$ cat config.mk
export PLATFORM = sky130hd
export DESIGN_NAME = plb_tag_store
export DESIGN_NICKNAME = d
export VERILOG_FILES = /design/src/rtl/mpt_pkg.sv /design/src/rtl/plb_tag_store.sv
export SDC_FILE = /design/constraint.sdc
export NUM_CORES = 2
export LEC_CHECK = 0
export BUFFER_PORTS_ARGS = -buffer_cell sky130_fd_sc_hd__buf_2
export CAP_MARGIN = 20
export CORE_MARGIN = 2
export CORE_UTILIZATION = 53
export DETAILED_ROUTE_END_ITERATION = 8
export GPL_TIMING_DRIVEN = 0
export PLACE_DENSITY = 0.76
export RECOVER_POWER = 100
export SYNTH_ARGS = -nofsm -noshare
export SYNTH_HDL_FRONTEND = slang
export SYNTH_SLANG_ARGS = --single-unit
$ cat constraint.sdc
create_clock -name clk_i -period 4.4 [get_ports clk_i]
set_clock_uncertainty 0.05 [all_clocks]
set_input_delay 0.88 -clock clk_i [delete_from_list [all_inputs] [get_ports clk_i]]
set_output_delay 0.88 -clock clk_i [all_outputs]
set_load 0.05 [all_outputs]
$ cat src/rtl/mpt_pkg.sv
// Shared types for the PLB tag store: tag entry layout and invalidate FSM states.
`default_nettype none

package mpt_pkg;

  // Entries carry a tag at the widest supported size; narrower tags are zero-extended.
  localparam int MPT_TAG_MAX_W = 64;

  typedef enum logic [1:0] {
    PLB_IDLE  = 2'd0,
    PLB_FLUSH = 2'd1,
    PLB_DONE  = 2'd2
  } plb_inval_state_e;

  typedef struct packed {
    logic                     valid;
    logic [MPT_TAG_MAX_W-1:0] tag;
  } plb_entry_t;

endpackage

`default_nettype wire

$ cat src/rtl/plb_tag_store.sv
// plb_tag_store: flop-based page-tag lookup/insert/remove store on a PLB MEM slave
// port, with a sequential invalidate-all FSM. Rev 1.0
`default_nettype none

module plb_tag_store
  import mpt_pkg::*;
#(
  parameter int NUM_ENTRIES      = 8,
  parameter int PLB_ADDR_WIDTH   = 64,
  parameter int PLB_DATA_WIDTH   = 64,
  parameter int PAGE_OFFSET_BITS = 12
) (
  input  logic                        clk_i,
  input  logic                        rst_ni,
  input  logic                        plb_slave_mem_req,
  output logic                        plb_slave_mem_gnt,
  output logic                        plb_slave_mem_valid,
  input  logic [PLB_ADDR_WIDTH-1:0]   plb_slave_mem_addr,
  output logic [PLB_DATA_WIDTH-1:0]   plb_slave_mem_rdata,
  input  logic [PLB_DATA_WIDTH-1:0]   plb_slave_mem_wdata,
  input  logic                        plb_slave_mem_we,
  input  logic [PLB_DATA_WIDTH/8-1:0] plb_slave_mem_be,
  output logic                        plb_slave_mem_error,
  input  logic                        inval_req_i,
  output logic                        inval_done_o
);

  localparam int IDX_W = $clog2(NUM_ENTRIES);

  plb_inval_state_e state_q, state_d;
  logic [IDX_W-1:0] cnt_q, cnt_d;
  logic [IDX_W-1:0] rr_q, rr_d;
  plb_entry_t       entry_q [NUM_ENTRIES];
  plb_entry_t       entry_d [NUM_ENTRIES];
  logic             valid_q, valid_d;
  logic             hit_q, hit_d;
  logic             error_q, error_d;

  logic [MPT_TAG_MAX_W-1:0] req_tag;
  logic                     hit;
  logic [IDX_W-1:0]         match_idx;
  logic                     free_found;
  logic [IDX_W-1:0]         free_idx;

  logic unused_bits;
  assign unused_bits = ^{plb_slave_mem_addr[PAGE_OFFSET_BITS-1:0],
                         plb_slave_mem_wdata[PLB_DATA_WIDTH-1:1]};

  assign req_tag =
    MPT_TAG_MAX_W'(plb_slave_mem_addr[PLB_ADDR_WIDTH-1:PAGE_OFFSET_BITS]);

  // Tag match and lowest-index free slot; the descending loop leaves the lowest free index.
  always_comb begin
    hit        = 1'b0;
    match_idx  = '0;
    free_found = 1'b0;
    free_idx   = '0;
    for (int i = 0; i < NUM_ENTRIES; i++) begin
      if (entry_q[i].valid && (entry_q[i].tag == req_tag)) begin
        hit       = 1'b1;
        match_idx = IDX_W'(i);
      end
    end
    for (int i = NUM_ENTRIES - 1; i >= 0; i--) begin
      if (!entry_q[i].valid) begin
        free_found = 1'b1;
        free_idx   = IDX_W'(i);
      end
    end
  end

  // FSM state register
  always_ff @(posedge clk_i) begin
    if (!rst_ni) begin
      state_q <= PLB_IDLE;
      cnt_q   <= '0;
    end else begin
      state_q <= state_d;
      cnt_q   <= cnt_d;
    end
  end

  // FSM next state
  always_comb begin
    state_d = state_q;
    cnt_d   = '0;
    case (state_q)
      PLB_IDLE:  if (inval_req_i) state_d = PLB_FLUSH;
      PLB_FLUSH: begin
        cnt_d = cnt_q + 1'b1;
        if (cnt_q == IDX_W'(NUM_ENTRIES - 1)) state_d = PLB_DONE;
      end
      PLB_DONE:  state_d = PLB_IDLE;
      default:   state_d = PLB_IDLE;
    endcase
  end

  // FSM outputs
  always_comb begin
    plb_slave_mem_gnt = plb_slave_mem_req && (state_q == PLB_IDLE);
    inval_done_o      = (state_q == PLB_DONE);
  end

  // Requests are only granted in IDLE, so they never collide with flush updates.
  always_comb begin
    entry_d = entry_q;
    rr_d    = rr_q;
    valid_d = plb_slave_mem_gnt;
    hit_d   = 1'b0;
    error_d = 1'b0;
    if (plb_slave_mem_gnt) begin
      if (!plb_slave_mem_we) begin
        hit_d = hit;
      end else if (plb_slave_mem_be != '1) begin
        error_d = 1'b1;
      end else if (plb_slave_mem_wdata[0]) begin
        if (!hit) begin
          if (free_found) begin
            entry_d[free_idx] = '{valid: 1'b1, tag: req_tag};
          end else begin
            entry_d[rr_q] = '{valid: 1'b1, tag: req_tag};
            rr_d          = rr_q + 1'b1;
          end
        end
      end else if (hit) begin
        entry_d[match_idx].valid = 1'b0;
      end
    end
    if (state_q == PLB_FLUSH) entry_d[cnt_q].valid = 1'b0;
    if (state_q == PLB_DONE)  rr_d = '0;
  end

  always_ff @(posedge clk_i) begin
    if (!rst_ni) begin
      for (int i = 0; i < NUM_ENTRIES; i++) entry_q[i] <= '0;
      rr_q    <= '0;
      valid_q <= 1'b0;
      hit_q   <= 1'b0;
      error_q <= 1'b0;
    end else begin
      entry_q <= entry_d;
      rr_q    <= rr_d;
      valid_q <= valid_d;
      hit_q   <= hit_d;
      error_q <= error_d;
    end
  end

  assign plb_slave_mem_valid = valid_q;
  assign plb_slave_mem_rdata = {{(PLB_DATA_WIDTH-1){1'b0}}, hit_q};
  assign plb_slave_mem_error = error_q;

endmodule

`default_nettype wire
==> impl_metrics.ini <==
[drt]
dr.pass1.iters = 7
wl_per_cell_um = 33.1
drc_errors = 0
drt-total-wl_um = 119000
drtIter0Drc = 3370
vias_per_cell = 6.41
num_vias = 23100
ant_nets = 0

[sta]
max_freq_mhz = 220
hold_viol = 0
slew_violations = 0
relSlewSlack = 0.149
finalSetupViolCount = 51
period_share = 1.03
rsz0062_at_grt = false
worst_pin_slew_ns = 1.27
period_needed_ns = 4.55
postLayoutSetupSlackWorst_ns = -0.150

[status]
violations = setup timing
status = finished, violations left

[global_route]
grt_usage = 0.464
grt_pass1_vias = 21400
antenna_found_initial = 2
grt-ovfl-total = 0
grt_pass1_wl_um = 162000
grt_max_degree = 15

[floorplan]
start_util = 0.539
dieArea_um2 = 50400
core.rowCount = 80
die_h_um = 225
pin_count = 209
core_um2 = 47800
dieWidth_um = 225

[power]
powerDensity_nw_per_um2 = 373
p_total_w = 0.0108
ir_worst_vdd_v = 0.000288
p_leak_nw = 13.6

[job]
drv_cap = 0

[logic_synthesis]
synth-seq-cells = 531
synth_edf_count = 0
synth_top_area_frac = 0.412
yosysSeqAreaShare = 0.412
ys_async_sr_fraction = 0
synth_top_flop_cell = dfxtp_1
synth_top_area_cell = dfxtp_1
syn_inst = 2773
yosys_warnings = 0
ys_types = 60
ys_top_cells_by_area = dfxtp_1 (41%), mux2i_1 (16%), xnor2_1 (8.4%)
avgSynthCellArea_um2 = 9.30
syn-cell-area_um2 = 25800

[worst_setup_path]
critPathLaunchType = input port
worstSetupStartpoint = plb_slave_mem_addr[43]
critPathMaxFanout = 10
critPathKind = in -> reg
crit_required_ns = 4.90
crit_arrival_ns = 5.05
r2r_slack_ns = 0.17
endpoint_kind = flop
rr_startpoint = entry_q[259]

[layout]
fill_cells = 4167
finalNetCount = 3094
layout_common_cells = dfxtp_1 (531), nand2_1 (504), mux2i_1 (418)
final_common_cell = dfxtp_1
multi_input_area_um2 = 13900
drive_gt1_frac = 0.0985
fin_area_um2 = 29000
final_util = 0.606
ff_latch_area_um2 = 10600
synthToLayoutAreaGrowth_pct = 12.5

[place]
post_dp_cell_area_um2 = 27200
io_buffer_count = 41
gp_congestion = 1.04
dp_hpwl_um = 83400

[clock_network]
cts_root_buf = clkbuf_16
cts_max_level = 2
cts_tree = built
clk_pin_slew_worst_paths_ns = 0.06
cts_buffers = 57
cts_buffer_depth = 3
cts_sinks = 531
clk_latency_ns = 0.64

[hold_path]
min_path_type = in -> reg
worstHoldStart = plb_slave_mem_we
==> what timing repair did <==
| item | CTS | global route |
|---|---|---|
| hold buffers | 0 | 0 |
| pin swaps | 0 | 0 |
| buffers inserted | 0 | 0 |
| resized for setup | 1 | 1 |
| setup endpoints to repair | 24 | 322 |
==> layout make-up <==
cell class	instances	share of cell area
multi-input cells	2032	0.481
flip-flops and latches	531	0.367
clock buffers	79	0.0552
plain buffers	235	0.0448
well taps	615	0.0265
repair buffers	60	0.0154
clock inverters	15	0.00660
inverters	33	0.00427
diodes	1	0.0000863
==> metal layers <==
metal	vias up	wire, um	GRT usage
li1	9812	-	-
met3	467	15700	0.148
met1	11100	45300	0.593
met5	-	0	0
met2	1670	47900	0.664
met4	0	10300	0.323
==> worst max-delay path, stage by stage <==
cell	delay, ns
buf_2	0.16
clkbuf_2	0.45
inv_1	0.49
o2111ai_1	0.17
nor4_1	0.93
nand4_1	0.23
nor2_1	0.32
nor4_1	0.14
nand4_1	0.19
buf_2	0.28
buf_2	0.48
mux2i_1	0.24
==> cell families (layout without fill, tap and decap cells) <==
group,after synthesis,after routing,share of synthesized area
buffers and inverters,272,422,0.0565
and+or+nand+nor,1093,1093,0.217
xor gates and xnor gates,379,379,0.129
other,1,64,0.000145
muxes,418,418,0.162
AOI/OAI and AO/OA,76,76,0.0213
adders and majority gates,3,3,0.00146
DFF,531,531,0.412
==> synth_stat cells (3+ instances only) <==
library cell,n
or4_1,14
or3_1,7
nor2_1,28
a211oi_1,4
mux2i_1,418
buf_2,53
buf_1,5
nor4_1,96
and4_1,6
xnor2_1,247
a31oi_1,3
a21boi_0,3
and4b_1,3
nand2_1,504
xor2_1,132
o32ai_1,3
a2111oi_0,5
and3_1,102
nor3_1,24
dfxtp_1,531
inv_1,33
nor4b_1,15
a21oi_1,10
o21ai_0,13
nand3_1,24
nor2b_1,14
or4b_2,3
clkbuf_1,85
nand2b_1,78
buf_6,4
buf_4,90
ha_1,3
o2111ai_1,12
nand4_1,155
nand4b_1,6
o22ai_1,5
o31ai_1,4
==> metrics by stage <==
step	setup WS [ns]	TNS [ns]	std cells	hold WS, ns
finish	-0.150	-2.09	3601	0.398
global route	0.00665	0	3600	0.400
global placement	-1.55	-524.90	3491	0.403
floorplan	0.554	0	2835	0.392
detailed placement	-0.771	-251.69	3509	0.410
CTS	0.0701	0	3601	0.387
==> where the power goes <==
part,leakage (nW),switching (W),total (W),internal (W)
Combinational,8.42,0.000926,0.00117,0.000245
Sequential,4.28,0.00000190,0.00481,0.00481
Clock,0.863,0.00208,0.00482,0.00274
==> final timing paths <==
kind,depth (start not counted),end
setup / recovery,12,flop
hold / removal,2,hit_q
setup reg to reg,8,flop
hold reg to reg,2,flop
(Power assumes the default switching activity.)
